--- src/rtl/bcd_display_scan.sv ---
// Four-digit multiplexed 7-segment scanner with per-frame snapshot of digit patterns.
// Optional dead-time at the start of each slot when DISPLAY_BLANKING_EN is defined.
module bcd_display_scan #(
  parameter int         CLK_FREQ     = 50_000_000,
  parameter int         REFRESH_HZ   = 1000,
  parameter int         BLANK_CYCLES = 16,
  parameter logic [6:0] SEG_OFF      = 7'h7F
) (
  input  logic       clk,
  input  logic       rst,
  input  logic       en,
  input  logic [6:0] decoder_uni,
  input  logic [6:0] decoder_dec,
  input  logic [6:0] decoder_cent,
  input  logic [6:0] decoder_mil,
  output logic [6:0] seg_out,
  output logic [3:0] an_out,
  output logic [1:0] digit_idx,
  output logic       frame_tick
);

  localparam int TICKS = CLK_FREQ / REFRESH_HZ;
  localparam int CW    = $clog2(TICKS);

  typedef enum logic {S_IDLE, S_SCAN} state_t;

  state_t          r_state;
  logic [CW-1:0]   r_cnt;
  logic [1:0]      r_idx;
  logic [6:0]      r_sh [4];

  state_t          w_state_nx;
  logic [CW-1:0]   w_cnt_nx;
  logic [1:0]      w_idx_nx;
  logic [6:0]      w_sh_nx [4];
  logic            w_wrap;
  logic            w_cap;
  logic            w_blank;
  logic            w_drive;
  logic [6:0]      w_seg_nx;
  logic [3:0]      w_an_nx;

  assign w_wrap = (r_cnt == CW'(TICKS - 1));

  always_comb begin
    w_state_nx = r_state;
    w_cnt_nx   = r_cnt;
    w_idx_nx   = r_idx;
    w_cap      = 1'b0;
    unique case (r_state)
      S_IDLE: begin
        w_cnt_nx = '0;
        w_idx_nx = '0;
        if (en) begin
          w_state_nx = S_SCAN;
          w_cap      = 1'b1;
        end
      end
      S_SCAN: begin
        if (!en) begin
          w_state_nx = S_IDLE;
          w_cnt_nx   = '0;
          w_idx_nx   = '0;
        end else if (w_wrap) begin
          w_cnt_nx = '0;
          w_idx_nx = r_idx + 2'd1;
          w_cap    = (r_idx == 2'd3);
        end else begin
          w_cnt_nx = r_cnt + 1'b1;
        end
      end
      default: begin
        w_state_nx = S_IDLE;
        w_cnt_nx   = '0;
        w_idx_nx   = '0;
      end
    endcase
  end

  always_comb begin
    w_sh_nx = r_sh;
    if (w_cap) begin
      w_sh_nx[0] = decoder_uni;
      w_sh_nx[1] = decoder_dec;
      w_sh_nx[2] = decoder_cent;
      w_sh_nx[3] = decoder_mil;
    end
  end

`ifdef DISPLAY_BLANKING_EN
  assign w_blank = (w_cnt_nx < CW'(BLANK_CYCLES));
`else
  assign w_blank = 1'b0;
`endif

  // Outputs are registered from next-state so they line up with the slot.
  always_comb begin
    w_drive  = (w_state_nx == S_SCAN) && !w_blank;
    w_seg_nx = SEG_OFF;
    w_an_nx  = 4'b1111;
    if (w_drive) begin
      w_seg_nx = w_sh_nx[w_idx_nx];
      w_an_nx  = ~(4'b0001 << w_idx_nx);
    end
  end

  always_ff @(posedge clk or posedge rst) begin
    if (rst) begin
      r_state    <= S_IDLE;
      r_cnt      <= '0;
      r_idx      <= '0;
      r_sh[0]    <= SEG_OFF;
      r_sh[1]    <= SEG_OFF;
      r_sh[2]    <= SEG_OFF;
      r_sh[3]    <= SEG_OFF;
      seg_out    <= SEG_OFF;
      an_out     <= 4'b1111;
      digit_idx  <= '0;
      frame_tick <= 1'b0;
    end else begin
      r_state    <= w_state_nx;
      r_cnt      <= w_cnt_nx;
      r_idx      <= w_idx_nx;
      r_sh       <= w_sh_nx;
      seg_out    <= w_seg_nx;
      an_out     <= w_an_nx;
      digit_idx  <= w_idx_nx;
      frame_tick <= w_cap;
    end
  end

endmodule
--- config.mk ---
export PLATFORM = sky130hd
export DESIGN_NAME = bcd_display_scan
export DESIGN_NICKNAME = d
export VERILOG_FILES = /design/src/rtl/bcd_display_scan.sv
export SDC_FILE = /design/constraint.sdc
export NUM_CORES = 1
export LEC_CHECK = 0
export BUFFER_PORTS_ARGS = -buffer_cell sky130_fd_sc_hd__buf_2
export CAP_MARGIN = 0
export CORE_ASPECT_RATIO = 1.4
export CORE_UTILIZATION = 30
export CTS_BUF_LIST = sky130_fd_sc_hd__clkbuf_2 sky130_fd_sc_hd__clkbuf_4 sky130_fd_sc_hd__clkbuf_8
export DETAILED_ROUTE_END_ITERATION = 6
export GPL_TIMING_DRIVEN = 1
export PLACE_DENSITY_LB_ADDON = 0.15
export SYNTH_ARGS = -nofsm -noshare
export SYNTH_HDL_FRONTEND = slang
export SYNTH_SLANG_ARGS = --single-unit
--- constraint.sdc ---
create_clock -name clk -period 2.8 [get_ports clk]
set_input_delay 0.56 -clock clk [delete_from_list [all_inputs] [get_ports clk]]
set_output_delay 0.56 -clock clk [all_outputs]
set_load 0.02 [all_outputs]
# [Yosys cells after proc, flatten, opt, wreduce, memory -nomap -nowiden]
# Index checks and enable logic that the tools add are counted.
[word_totals] reg_bits=59 in_bits=31 output_inout_bits=14 elab_cells=35
[classes] add_sub_neg=2 order_cmp=1 eq_ne=2 n_shift=1 muxes=16 bitwise_logic=3
[op_table] cell="$mux 16" count=2
[op_table] cell="$pmux 16 s2" count=1
[op_table] cell="$mux 28" count=1
[op_table] cell="$mux 7" count=3
[op_table] cell="$add 16x1->16 const B" count=1
[op_table] cell="$eq 16x16->1 const B" count=1
[op_table] cell="$bmux 7 s2" count=1
[op_table] cell="$mux 2" count=2
[op_table] cell="$mux 4" count=1
[op_table] cell="$not 4->4" count=1
[op_table] cell="$pmux 2 s2" count=1
[op_table] cell="$shl 1x2->4 const A" count=1
[op_table] cell="$ge 3x3->1 const B" count=1
[op_table] cell="$mux 1" count=3
[op_table] cell="$not 2->3" count=1
[op_table] cell="$add 2x1->2 const B" count=1
[op_table] cell="$eq 2x2->1 const B" count=1
[op_table] cell="$pmux 1 s2" count=1
[op_table] cell="$not 1->1" count=1

# [Longest topological paths before layout]
[logic_depth] ltp_word=9 mapped_depth=10 mapped_depth_nobuf=7

# [Worst setup path after synthesis]
# Ideal clock, no wire load.
[synth_path] path_kind="register to register" startpoint="register r_cnt[4]" endpoint="register seg_out[3]" setup_ns=0.087 arrival_time_ns=2.399 t_required_ns=2.713 path_slack_ns=0.313 stages_incl_launch_ff=8 n_path_buf=1 period_less_slack_ns=2.487 path_cell_list="dfrtp_1 -> or4b_4 -> nor4_4 -> mux2i_1 -> clkbuf_1 -> nand3_1 -> o211ai_1 -> nand3_1"
[synth_between] elab_chain_len=9 elab_cells_between_ends=13 cone_classes="eq/ne: 1; mux: 11; bitwise: 1"
[synth_lines] item="start: declaration" line="28" text="logic [CW-1:0] r_cnt;"
[synth_lines] item="start signal: assignment" line="122" text="r_cnt <= w_cnt_nx;"
[synth_lines] item="$eq 16x16->1" line="43" text="assign w_wrap = (r_cnt == CW'(TICKS - 1));"
[synth_lines] item="$mux 2" line="64" text="end else if (w_wrap) begin"
[synth_lines] item="$mux 2" line="60" text="if (!en) begin"
[synth_lines] item="$pmux 2 s2" line="50" text="unique case (r_state)"
[synth_lines] item="net w_idx_nx[1]" line="34" text="logic [1:0] w_idx_nx;"
[synth_lines] item="$not 2->3 (implied by the code)" line="102" text="w_seg_nx = w_sh_nx[w_idx_nx];"
[synth_lines] item="$bmux 7 s2" line="102"
[synth_lines] item="$mux 7 (implied by the code) (2 in series)" line="102"
[synth_lines] item="$mux 7" line="101" text="if (w_drive) begin"
[synth_lines] item="net w_seg_nx[3]" line="40" text="logic [6:0] w_seg_nx;"
[synth_lines] item="end signal: assignment" line="125" text="seg_out <= w_seg_nx;"
[synth_lines] item="end: declaration" line="16" text="output logic [6:0] seg_out,"
# The timed path passes the listed nets, and every way through them passes these cells. The select of a mux whose other input is x is not followed.

==> flow_summary_export.csv <==
group,metric,value,unit
setup_path,startpoint_type,"register",
routing,ant_nets,0,
global_routing,grt_pass1_wl,10.66,mm
pwr,finalPower,2.151,mW
pwr,power_density,627.8,nW/µm²
yosys,synth_nets,287,
yosys,ys_types,36,
layout,n_antenna_cell,0,
routing,drt_iter0_markers,80,
yosys,synthMuxAreaShare,12.08,%
sta,setup_viol,0,
setup_path,crit_fanout,22,
sta,slew_violations,0,
routing,route.detailed.drc,0,
sta,grt_setup_unrepaired,"no",
die,die_x,83.89,µm
global_routing,grt.overflow.total,0,
clock_network,cts-hold-fix-buffers,0,
global_routing,grt.total_usage,14.77,%
yosys,synthTopCellsByArea,"dfstp_2, dfrtp_1, mux2_4, nand2_1, nand3_1",
die,num_rows,41,
sta,whs,0.2219,ns
yosys,netlist_instances,254,
die,start_util,31.02,%
global_routing,grt_pass1_vias,2096,
layout,final_cell_area,3427,µm²
die,dieArea,9785,µm²
die,coreArea,9080,µm²
yosys,synthAdderAreaFrac,0.8885,%
routing,drt_wl_total,6.412,mm
yosys,ys_ff_latch,59,
sta,min_period,2.504,ns
sta,slew_headroom,43.10,%
clock_network,post_cts.repair.setup_buffers,0,
clock_network,tritoncts,"yes",
yosys,async_flop_share,100.0,%
run,drv_cap,0,
clock_network,cts_buffer_depth,2,
yosys,synth_top_family_by_area,"simple AND/OR/NAND/NOR gates",
sta,min_period_over_period,89.44,%
sta,worst_slew_pin_slew,0.8503,ns
yosys,ys_seq_area_share,54.15,%
setup_path,setup.worst_path.end_class,"register",
clock_network,clkLatencyLatePin,0.34,ns
placed_design,gp_congestion,0.7506,
clock_network,cts-resized-gates,0,
sta,skew,0.008040,ns
layout,final_common_cell,"nand2_1",
yosys,synth-simple-area-share,19.68,%
sta,fin_ws,0.2957,ns
yosys,synth_area,2816,µm²
setup_path,worst_ep_arrival_time,2.77,ns
yosys,syn_avg_cell_area,11.09,µm²
yosys,synth_area_leader_cell,"dfstp_2",
yosys,synth_compound_area_share,6.131,%
worst_hold_path,min-delay-path-class,"in2async",
placed_design,dpl.hpwl,4.608,mm
yosys,synth-edff-count,0,
clock_network,cts_buffers,9,
yosys,ys_warn_count,0,
routing,wire_per_inst,15.19,µm
setup_path,critPathKind,"reg2reg",
pwr,peakVddDrop,0.0002777,V
pwr,leakagePower,1.532,nW
layout,layout_common_cells,"nand2_1, buf_2, dfstp_2",
placed_design,dpl-instance-area,3196,µm²
global_routing,antenna_found_initial,0,
yosys,synth-xor-area-share,4.354,%
placed_design,pre_cts_ws,0.2850,ns
routing,first_pass_iters,4,
placed_design,port_buffers,44,
layout,layoutNonFillerInstCount,422,
layout,final_nets,343,
die,io_pins,45,
sta,tns,0,ns
yosys,synth_top_flop_cell,"dfstp_2",
die,die_h,116.6,µm
placed_design,dp_cells,406,
clock_network,cts.sinks,59,
clock_network,htreeDepth,3,
routing,vias_per_cell,4.749,
outcome,status,"completed",
yosys,netlist.area_leader.share,36.38,%
layout,area_delta_synth_final,21.68,%
sta,fmax,399.3,MHz
clock_network,clk_pin_slew_worst_paths,0.06,ns
clock_network,root_buffer,"clkbuf_8",
routing,vias,2004,
sta,hold_viol_final,0,
global_routing,grt_max_degree,23,
setup_path,required,3.07,ns
layout,drive_gt1_share,45.71,%
layout,post-route-util,37.74,%
-- power by group --
part	leakage, nW	internal (mW)	switching [mW]
registers	0.685	0.979	0.0282
clock network	0.116	0.558	0.340
logic	0.731	0.118	0.128
-- kinds of logic after synthesis --
family,Yosys count
simple gates,115
flops,59
mux,26
compound gates,24
xor+xnor,14
buf+inv,14
fa+ha+maj,2
-- synth_stat cells (all sizes together) (2+ instances only) --
| master | n |
|---|---|
| or4b | 2 |
| and3 | 3 |
| a31o | 6 |
| o21ai | 8 |
| dfstp | 39 |
| xor2 | 8 |
| o211ai | 6 |
| clkbuf | 5 |
| nand3 | 25 |
| ha | 2 |
| xnor2 | 6 |
| nor2 | 22 |
| mux2 | 22 |
| dfrtp | 20 |
| nor4 | 2 |
| buf | 4 |
| inv | 5 |
| nand2 | 50 |
| nand2b | 4 |
| mux2i | 4 |
-- final cells by class --
type | instances | area (µm²)
multi-input combinational | 181 | 1222
fill | 894 | 5653
tap | 107 | 133.9
timing repair buffer | 54 | 295.3
inverter | 5 | 18.77
clock inverter | 4 | 72.57
sequential | 59 | 1525
clock buffer | 12 | 158.9
-- layer usage --
metal | global-route usage, % | part of all wire, % | up-vias
li1 | - | - | 981
met1 | 17.53 | 44 | 973
met5 | 0 | 0 | -
met3 | 3.675 | 3.6 | 12
met4 | 8.736 | 2.7 | 0
met2 | 24.43 | 49 | 38
-- state kept, by name, indices dropped and copies added (netlist names) --
name and cells:
frame_tick 1, r_idx 2, seg_out 7, an_out 4, r_state 1, r_sh 28
r_cnt 16
-- worst paths after layout --
check                                         from              endpoint  slack, ns  cells past startpoint
worst max-delay path            r_cnt[4]$_DFF_PP0_  seg_out[6]$_DFF_PP1_       0.30                      6
worst min-delay path                           rst    r_cnt[7]$_DFF_PP0_       0.22                      2
worst max register to register  r_cnt[4]$_DFF_PP0_  seg_out[6]$_DFF_PP1_       0.30                      6
worst min register to register   r_sh[3]$_DFF_PP1_     r_sh[3]$_DFF_PP1_       0.46                      2
max in group asynchronous                      rst  seg_out[0]$_DFF_PP1_       1.87                      3
min in group clk                    decoder_mil[2]     r_sh[2]$_DFF_PP1_       0.41                      3
-- critical path: stages (launching register included) --
cell	delay (ns)
dfrtp_1	0.43
or4b_4	0.60
nor4_4	0.37
o21ai_4	0.28
mux2_2	0.37
nor2b_1	0.13
a211o_1	0.26
No activity file was read; power rests on OpenSTA's default activity.
